$ cat config.mk
export PLATFORM = sky130hd
export DESIGN_NAME = operand_sweep_ctrl
export DESIGN_NICKNAME = d
export VERILOG_FILES = /design/src/rtl/operand_sweep_ctrl.sv
export SDC_FILE = /design/constraint.sdc
export NUM_CORES = 1
export LEC_CHECK = 0
export ABC_AREA = 1
export CAP_MARGIN = 0
export CORE_MARGIN = 10
export CORE_UTILIZATION = 53
export CTS_CLUSTER_DIAMETER = 50
export DETAILED_ROUTE_END_ITERATION = 8
export GPL_TIMING_DRIVEN = 0
export PLACE_DENSITY = 0.8
export SYNTH_ARGS = -nofsm -noshare
export SYNTH_HDL_FRONTEND = slang
export SYNTH_SLANG_ARGS = --single-unit
$ cat constraint.sdc
create_clock -name clock -period 4.2 [get_ports clock]
set_input_delay 0.84 -clock clock [delete_from_list [all_inputs] [get_ports clock]]
set_output_delay 0.84 -clock clock [all_outputs]
set_load 0.005 [all_outputs]
$ cat src/rtl/operand_sweep_ctrl.sv
// Sequencer that steps operands {a,b,c,d} through every combination, each held HOLD
// cycles, then drives a trailing {a=0,b=0} vector. Optional stall input under SWEEP_PAUSE_EN.
module operand_sweep_ctrl #(
   parameter int D_WIDTH = 2,
   parameter int HOLD    = 5
) (
   input  logic               clock,
   input  logic               reset_n,
   input  logic               start,
   input  logic               abort,
`ifdef SWEEP_PAUSE_EN
   input  logic               pause,
`endif
   output logic               a,
   output logic               b,
   output logic               c,
   output logic [D_WIDTH-1:0] d,
   output logic               vec_valid,
   output logic [D_WIDTH+2:0] vec_idx,
   output logic               busy,
   output logic               done,
   output logic               aborted
);

   localparam int VW    = D_WIDTH + 3;
   localparam int CNT_W = (HOLD > 1) ? $clog2(HOLD) : 1;
   localparam logic [CNT_W-1:0] RELOAD = CNT_W'(HOLD - 1);

   typedef enum logic [1:0] {
      IDLE  = 2'd0,
      SWEEP = 2'd1,
      FINAL = 2'd2,
      DONE  = 2'd3
   } state_t;

   state_t           state, state_nxt;
   logic [VW-1:0]    vec, vec_nxt;
   logic [CNT_W-1:0] cnt, cnt_nxt;
   logic             aborted_nxt;
   logic             stall;

`ifdef SWEEP_PAUSE_EN
   assign stall = pause;
`else
   assign stall = 1'b0;
`endif

   always_ff @(posedge clock or negedge reset_n) begin
      if (!reset_n) begin
         state   <= IDLE;
         vec     <= '0;
         cnt     <= '0;
         aborted <= 1'b0;
      end else begin
         state   <= state_nxt;
         vec     <= vec_nxt;
         cnt     <= cnt_nxt;
         aborted <= aborted_nxt;
      end
   end

   always_comb begin
      state_nxt   = state;
      vec_nxt     = vec;
      cnt_nxt     = cnt;
      aborted_nxt = 1'b0;
      case (state)
         IDLE: begin
            if (start && !abort) begin
               state_nxt = SWEEP;
               vec_nxt   = '0;
               cnt_nxt   = RELOAD;
            end
         end
         SWEEP: begin
            if (abort) begin
               state_nxt   = IDLE;
               cnt_nxt     = '0;
               aborted_nxt = 1'b1;
            end else if (!stall) begin
               if (cnt == '0) begin
                  cnt_nxt = RELOAD;
                  if (vec == '1) begin
                     // trailing vector clears a and b, keeps c and d
                     state_nxt = FINAL;
                     vec_nxt   = {2'b00, vec[VW-3:0]};
                  end else begin
                     vec_nxt = vec + 1'b1;
                  end
               end else begin
                  cnt_nxt = cnt - 1'b1;
               end
            end
         end
         FINAL: begin
            if (abort) begin
               state_nxt   = IDLE;
               cnt_nxt     = '0;
               aborted_nxt = 1'b1;
            end else if (!stall) begin
               if (cnt == '0) begin
                  state_nxt = DONE;
               end else begin
                  cnt_nxt = cnt - 1'b1;
               end
            end
         end
         DONE: begin
            state_nxt = IDLE;
         end
         default: begin
            state_nxt = IDLE;
         end
      endcase
   end

   always_comb begin
      a         = vec[VW-1];
      b         = vec[VW-2];
      c         = vec[VW-3];
      d         = vec[D_WIDTH-1:0];
      vec_valid = (state == SWEEP) || (state == FINAL);
      vec_idx   = (state == SWEEP) ? vec : '0;
      busy      = (state != IDLE);
      done      = (state == DONE);
   end

endmodule

==> results of run 1 <==
-- sequential cells by signal, summed over array words and instances (netlist names) --
register  flops
aborted       1
vec           5
cnt           3
state         2
-- worst min-delay path, stage by stage, from the launching register on --
cell and delay (ns):
sky130_fd_sc_hd__dfrtp_1 0.36, sky130_fd_sc_hd__nand2_1 0.05, sky130_fd_sc_hd__nand2_1 0.06
-- final timing paths --
kind	start	cells after the start	end	slack, ns
setup / recovery	state[1]$_DFFE_PN0P_	6	vec_idx[2]	1.51
setup reg to reg	vec[0]$_DFFE_PN0P_	9	vec[2]$_DFFE_PN0P_	2.46
min in group asynchronous	reset_n	1	cnt[1]$_DFFE_PN0P_	0.91
max in group asynchronous	reset_n	1	vec[4]$_DFFE_PN0P_	2.93
hold / removal	cnt[1]$_DFFE_PN0P_	2	cnt[1]$_DFFE_PN0P_	0.50
hold reg to reg	cnt[1]$_DFFE_PN0P_	2	cnt[1]$_DFFE_PN0P_	0.50
-- synthesized netlist by cell type (all sizes together) --
cell type / count
nand2: 53
inv: 26
dfrtp: 11
nor2: 11
nand3: 10
ha: 9
nand4: 3
o21ai: 3
a21oi: 1
buf: 1
nor3: 1
o21a: 1
xor2: 1
-- cell families (layout without fill, tap and decap cells) --
family,count (synthesis),count (layout)
and+or+nand+nor,78,78
buffers and inverters,27,48
DFF,11,11
adders and majority gates,9,9
AOI/OAI and AO/OA,5,5
xor gates and xnor gates,1,1
-- per-layer routing --
| metal | wire length (um) | up-vias |
|---|---|---|
| met4 | 29 | 0 |
| met3 | 140 | 5 |
| met5 | 0 | - |
| met2 | 848 | 23 |
| met1 | 930 | 365 |
| li1 | - | 435 |
-- placed cells by master, fill, tap and decap left out --
cell / count
sky130_fd_sc_hd__a21oi_1: 1
sky130_fd_sc_hd__buf_6: 1
sky130_fd_sc_hd__clkbuf_1: 1
sky130_fd_sc_hd__clkbuf_4: 3
sky130_fd_sc_hd__clkdlybuf4s50_1: 17
sky130_fd_sc_hd__dfrtp_1: 11
sky130_fd_sc_hd__ha_1: 9
sky130_fd_sc_hd__inv_1: 25
sky130_fd_sc_hd__inv_2: 1
sky130_fd_sc_hd__nand2_1: 51
sky130_fd_sc_hd__nand2_2: 2
sky130_fd_sc_hd__nand3_1: 10
sky130_fd_sc_hd__nand4_1: 3
sky130_fd_sc_hd__nor2_1: 9
sky130_fd_sc_hd__nor2_2: 2
sky130_fd_sc_hd__nor3_1: 1
sky130_fd_sc_hd__o21a_1: 1
sky130_fd_sc_hd__o21ai_0: 2
sky130_fd_sc_hd__o21ai_1: 1
sky130_fd_sc_hd__xor2_1: 1
-- metrics by stage --
stage / setup WS, ns / util, %
after floorplan: 2.393 / -
after global placement: 1.836 / 68.72
after detailed placement: 1.800 / 68.72
after CTS: 1.496 / 70.44
after global routing: 1.404 / 70.44
final: 1.506 / 70.44
-- power groups by stage --
stage	logic (W)	registers [W]	clock network, W
floorplan	0.000322	0.000175	0
global placement	0.000456	0.000181	0
detailed placement	0.000464	0.000183	0
CTS	0.000469	0.000181	0.0000775
global route	0.000534	0.000188	0.0000832
finish	0.000464	0.000181	0.0000772
-- cell type report --
class                      count  area [sq um]
buffer                         1         11.26
inverter                      26         97.59
timing repair buffer          17         170.2
tap                           16         20.02
clock buffer                   4         26.28
fill                         138         450.4
multi-input combinational     93         473.0
sequential                    11         275.3
==> impl_results.rst, run 1 <==
.. list-table::
   :header-rows: 1

   * - Metric
     - Value
   * - Placed Instance Area
     - 1047 sq um
   * - Post-CTS Resized
     - 0
   * - Synthesized-area fraction occupied by adder cells
     - 13.14%
   * - TritonCTS clock tree
     - done
   * - Startpoint kind of the worst setup timing path
     - flop
   * - Final TNS setup
     - 0 ns
   * - Crit share post-route
     - 64.14%
   * - Gr ovfl total
     - 0
   * - Mapped Area
     - 857.1 sq um
   * - Cells taking the most area after synthesis
     - sky130_fd_sc_hd__dfrtp_1 (32%), sky130_fd_sc_hd__nand2_1 (22%), sky130_fd_sc_hd__ha_1 (13%), sky130_fd_sc_hd__inv_1 (11%), sky130_fd_sc_hd__nand3_1 (5.8%)
   * - Count of max-cap constraint violations
     - 0
   * - Setup repair after global routing missed its margin
     - false
   * - Number of nets in the synthesized netlist
     - 144
   * - Most used routing layer
     - met2
   * - CP max-delay cell
     - sky130_fd_sc_hd__clkdlybuf4s50_1
   * - Data arrival time of the critical path
     - 1.85 ns
   * - Total net switching power
     - 0.0003464 W
   * - Final Net Count
     - 166
   * - Routability Congestion
     - 0.8704
   * - Cell at the root of the clock tree
     - sky130_fd_sc_hd__clkbuf_4
   * - Diodes inserted
     - 0
   * - Area enclosed by the die boundary
     - 3626 sq um
   * - Max FO, Critical Path
     - 10
   * - Transition time at the pin with the least slew margin
     - 0.5362 ns
   * - Total setup buffers inserted after CTS
     - 0
   * - Portion of the post-synthesis area used by sequential elements
     - 32.12%
   * - Die Span X
     - 60.22 um
   * - Internal power
     - 0.0003761 W
   * - Number of placed I/O pins
     - 18
   * - Router iterations before antenna repair
     - 4
   * - Drt wl/cell
     - 11.60 um
   * - Fraction of the mapped netlist area in compound gates
     - 3.212%
   * - Seq cells post-synth
     - 11
   * - Final Hold Slack
     - 0.4956 ns
   * - Worst slew slack as a fraction of its limit
     - 64.14%
   * - Crit. End Element
     - output port
   * - DRC marker count from the first detailed-route iteration
     - 18
   * - Switching fraction of total power
     - 47.95%
   * - Level count of the clock H-tree
     - 1
   * - Cell breakdown of the critical path
     - inv_1 > ha_1 > buf_6 > nand2_1 > inv_1 > clkdlybuf4s50_1
   * - GR Util met3
     - 4.449%
   * - Met2 Track Usage GR
     - 17.50%
   * - Overall die height
     - 60.22 um
   * - Top cell type's share of synthesized area
     - 32.12%
   * - Share of total power in combinational logic
     - 64.2%
   * - First-pass GRT wire length
     - 3.339 mm
   * - Outcome
     - complete, no violations
   * - Class of the most critical hold timing path
     - reg2reg
   * - Buffers & Inverters on Critical Path
     - 4
   * - Simple-gate portion of the synthesized area
     - 37.81%
   * - Number of max-slew violations in the final report
     - 0
   * - Hold-fix buffers at CTS
     - 0
   * - Final design area excluding fillers
     - 1074 sq um
   * - Most common cell on crit path
     - sky130_fd_sc_hd__inv_1
   * - Pin count of the biggest net entering global routing
     - 12
   * - Post-detailed-route count of antenna-violating nets
     - 0
   * - Delay of the slowest critical-path stage
     - 0.49 ns
   * - Vias in the first global route
     - 775
   * - Number of vias per cell
     - 4.929
   * - Clock Latency Late Sink
     - 0.28 ns
   * - Port Buffer Count
     - 17
   * - Cells after synthesis
     - 131
   * - Post-detailed-routing wire length
     - 1.949 mm
   * - Fraction of power consumed by sequential logic
     - 25.1%
   * - Multiplexer area fraction after synthesis
     - 0%
   * - Drt drc
     - 0
   * - Dpl hpwl
     - 1.493 mm
   * - Effective utilization at floorplan
     - 56.24%
   * - Global routing usage summed across all routing layers
     - 11.76%
   * - Final hold violation count
     - 0
   * - Antenna violations before repair
     - 0
   * - Met1 GRT Util
     - 14.73%
   * - Per-instance average area after synthesis
     - 6.543 sq um
   * - Dominant combinational cell family by area after synthesis
     - simple AND/OR/NAND/NOR gates
   * - Number of distinct standard cells referenced by the synthesized netlist
     - 17
   * - Vias
     - 828
   * - Final std cells w/o fill
     - 168
   * - Req. time, crit path
     - 3.36 ns
   * - Synth warnings
     - 0
   * - Std-Cell Core Area
     - 1524 sq um
   * - Clock Pin Slew Worst Setup and Hold Paths
     - 0.08 ns
   * - Post-route total power
     - 0.0007224 W
   * - XOR/XNOR share of the synthesized area
     - 1.022%
   * - Growth of design area from synthesis to finish
     - 25.26%
   * - Library cell with the largest summed area after synthesis
     - sky130_fd_sc_hd__dfrtp_1
   * - CTS buffer count
     - 3
   * - Part of the total power dissipated in the clock network
     - 10.7%
   * - Clk_skew
     - 0.004338 ns
   * - Std-Cell Rows
     - 14
   * - Inst Count DP
     - 164
   * - Max rail drop VDD
     - 0.4597 mV
   * - CP Class
     - reg2out
   * - Endpoints failing setup
     - 0
   * - Power density of the placed cells
     - 673.0 nW/um^2
   * - Share of final-layout standard cells stronger than drive strength 1
     - 5.921%
   * - Dominant delay contributor by cell family on the critical path
     - buffers and inverters
   * - Shortest clock period the worst path allows after layout
     - 2.694 ns
   * - Lkg Pwr
     - 0.6375 nW
   * - Number of buffers on the longest clock path
     - 2
   * - # clock sinks
     - 11
   * - Highest Clock Rate
     - 371.2 MHz
No activity file was read; power rests on OpenSTA's default activity.
==> inputs of run 2 (changes only) <==
--- a/config.mk
+++ b/config.mk
@@ -7,12 +7,13 @@
 export LEC_CHECK = 0
 export ABC_AREA = 1
 export CAP_MARGIN = 0
+export CORE_ASPECT_RATIO = 0.75
 export CORE_MARGIN = 10
-export CORE_UTILIZATION = 53
+export CORE_UTILIZATION = 49
 export CTS_CLUSTER_DIAMETER = 50
 export DETAILED_ROUTE_END_ITERATION = 8
 export GPL_TIMING_DRIVEN = 0
-export PLACE_DENSITY = 0.8
+export PLACE_DENSITY = 0.74
 export SYNTH_ARGS = -nofsm -noshare
 export SYNTH_HDL_FRONTEND = slang
 export SYNTH_SLANG_ARGS = --single-unit
==> constraint.sdc (replaced) <==
create_clock -name clock -period 2.8 [get_ports clock]
set_input_delay 0.56 -clock clock [delete_from_list [all_inputs] [get_ports clock]]
set_output_delay 0.56 -clock clock [all_outputs]
set_load 0.005 [all_outputs]
==> run 2 against run 1 <==
Worst hold slack gained 0.0034 ns. Final cell count grew 3.0%. Setup slack lost 1.1 ns. Combinational power grew 54%. Critical path depth is the same. Power grew 51%. Critical endpoint is now vec_idx[3].
==> impl_results.rst, run 2 (synthesis gave the netlist of run 1 again) <==
.. list-table::
   :header-rows: 1

   * - Metric
     - Value
   * - Outcome
     - complete, no violations
   * - Final Util
     - 69.15%
   * - Part of the total power dissipated in the clock network
     - 10.1%
   * - Effective utilization at floorplan
     - 54.89%
   * - Register with the most flip-flops
     - vec
   * - Share of final-layout standard cells stronger than drive strength 1
     - 5.921%
   * - Setup repair after global routing missed its margin
     - false
   * - Global routing usage summed across all routing layers
     - 10.39%
   * - Port Buffer Count
     - 17
   * - Drt drc
     - 0
   * - Area used by sequential logic in the layout
     - 275.3 sq um
   * - Post-detailed-route count of antenna-violating nets
     - 0
   * - Overall die height
     - 56.22 um
   * - Switching fraction of total power
     - 48.29%
   * - Drt wl/cell
     - 11.35 um
   * - Number of vias per cell
     - 4.711
   * - Highest-count cells in the layout ignoring fill and taps
     - sky130_fd_sc_hd__nand2_1 (51), sky130_fd_sc_hd__inv_1 (25), sky130_fd_sc_hd__clkdlybuf4s50_1 (17), sky130_fd_sc_hd__dfrtp_1 (11), sky130_fd_sc_hd__nand3_1 (10)
   * - Final Net Count
     - 166
   * - Req. time, crit path
     - 2.24 ns
   * - Reg-to-reg startpoint
     - vec[0]$_DFFE_PN0P_
   * - R2R cell count
     - 9
   * - Multi-input gate area
     - 473.0 sq um
   * - Share of total power in combinational logic
     - 65.2%
   * - Area enclosed by the die boundary
     - 3839 sq um
   * - Crit. End Element
     - output port
   * - Shortest clock period the worst path allows after layout
     - 2.440 ns
   * - # clock sinks
     - 11
   * - Number of buffers on the longest clock path
     - 2
   * - Worst slew slack as a fraction of its limit
     - 65.62%
   * - Pin count of the biggest net entering global routing
     - 12
   * - Die Span X
     - 68.29 um
   * - Clock Latency Late Sink
     - 0.28 ns
   * - Total net switching power
     - 0.0005279 W
   * - Cell at the root of the clock tree
     - sky130_fd_sc_hd__clkbuf_4
   * - Number of instances on the worst hold path
     - 2
   * - Level count of the clock H-tree
     - 1
   * - Power density of the placed cells
     - 1012 nW/um^2
   * - First-pass GRT wire length
     - 3.160 mm
   * - Vias
     - 815
   * - Internal power
     - 0.0005652 W
   * - Clock Pin Slew Worst Setup and Hold Paths
     - 0.08 ns
   * - Std-Cell Core Area
     - 1562 sq um
   * - Std-Cell Rows
     - 12
   * - Antenna violations before repair
     - 0
   * - Endpoint with the worst hold slack
     - cnt[1]$_DFFE_PN0P_
   * - Final TNS setup
     - 0 ns
   * - Worst hold path startpoint
     - cnt[1]$_DFFE_PN0P_
   * - Largest register FFs
     - 5
   * - Gr ovfl total
     - 0
   * - Lkg Pwr
     - 0.6375 nW
   * - Setup crit start
     - state[1]$_DFFE_PN0P_
   * - CP Class
     - reg2out
   * - Class of the most critical hold timing path
     - reg2reg
   * - Post-CTS Resized
     - 0
   * - Diodes inserted
     - 0
   * - Count of fill cells added during filler insertion
     - 142
   * - CTS buffer count
     - 3
   * - Endpoint of the lowest-slack register-to-register path
     - vec[2]$_DFFE_PN0P_
   * - Clk_skew
     - 0.01239 ns
   * - Number of max-slew violations in the final report
     - 0
   * - Fraction of power consumed by sequential logic
     - 24.7%
   * - Total setup buffers inserted after CTS
     - 0
   * - Growth of design area from synthesis to finish
     - 25.99%
   * - Biggest registers after layout
     - vec x5, cnt x3, state x2
   * - Data arrival time of the critical path
     - 1.88 ns
   * - FF-to-FF setup slack
     - 1.10 ns
   * - Final hold violation count
     - 0
   * - Highest Clock Rate
     - 409.9 MHz
   * - DRC marker count from the first detailed-route iteration
     - 26
   * - Dpl hpwl
     - 1.592 mm
   * - Crit share post-route
     - 87.13%
   * - Hold-fix buffers at CTS
     - 0
   * - Transition time at the pin with the least slew margin
     - 0.5141 ns
   * - Routability Congestion
     - 0.8867
   * - Startpoint kind of the worst setup timing path
     - flop
   * - Post-detailed-routing wire length
     - 1.963 mm
   * - Endpoints failing setup
     - 0
   * - Router iterations before antenna repair
     - 4
   * - Vias in the first global route
     - 736
   * - Max rail drop VDD
     - 0.7247 mV
   * - Count of max-cap constraint violations
     - 0
   * - Most common library cell in the layout ignoring fill and taps
     - sky130_fd_sc_hd__nand2_1
   * - TritonCTS clock tree
     - done
   * - Max FO, Critical Path
     - 10
   * - Number of placed I/O pins
     - 18
-- run 2: cell counts in the layout (fill, tap and decap cells not counted) --
Identical to the previous run, type by type.
-- run 2: final cells by class --
class | instances | area share (%)
Timing Repair Buffer | 17 | 15.76
Clock buffer | 4 | 2.433
Tap cell | 21 | 2.433
Inverter | 26 | 9.038
Sequential cell | 11 | 25.49
Buffer | 1 | 1.043
Multi-Input combinational cell | 93 | 43.80
-- run 2: worst max-delay path by stage --
stage	end	slack [ns]
2_1_floorplan	vec[2]$_DFFE_PN0P_	1.27
3_3_place_gp	vec_idx[2]	0.71
3_5_place_dp	vec_idx[3]	0.65
4_1_cts	vec_idx[3]	0.34
5_1_grt	vec_idx[3]	0.25
6_report	vec_idx[3]	0.36
-- run 2: critical path: stages, from the launching register on --
cell and delay [ns]:
sky130_fd_sc_hd__dfrtp_1 0.41, sky130_fd_sc_hd__inv_1 0.11, sky130_fd_sc_hd__ha_1 0.28, sky130_fd_sc_hd__buf_6 0.18, sky130_fd_sc_hd__nand2_1 0.07, sky130_fd_sc_hd__inv_1 0.06, sky130_fd_sc_hd__clkdlybuf4s50_1 0.50
-- run 2: power groups by stage --
stage               clock (W)  combinational [W]  sequential, W
floorplan                   0           0.000482       0.000263
global placement            0           0.000691       0.000271
detailed placement          0           0.000706       0.000273
CTS                  0.000113           0.000714       0.000270
global route         0.000125           0.000805       0.000278
finish               0.000110           0.000713       0.000270
-- run 2: per-layer routing --
layer  wire [um]  track usage (%)
met1         915            12.95
met2         890            16.09
met3         152            4.618
met4           4            1.709
met5           0                0
-- run 2: through the flow --
stage / std cells / total power [W] / area, sq um / hold WS, ns / setup WS, ns
floorplan: 131 / 0.0007451 / 857.1 / 0.2644 / 1.272
finish: 173 / 0.001093 / 1080 / 0.4990 / 0.3603
detailed placement: 169 / 0.0009788 / 1054 / 0.4843 / 0.6509
global placement: 169 / 0.0009612 / 1054 / 0.4730 / 0.7110
global route: 173 / 0.001209 / 1080 / 0.5482 / 0.2490
CTS: 173 / 0.001097 / 1080 / 0.4995 / 0.3393
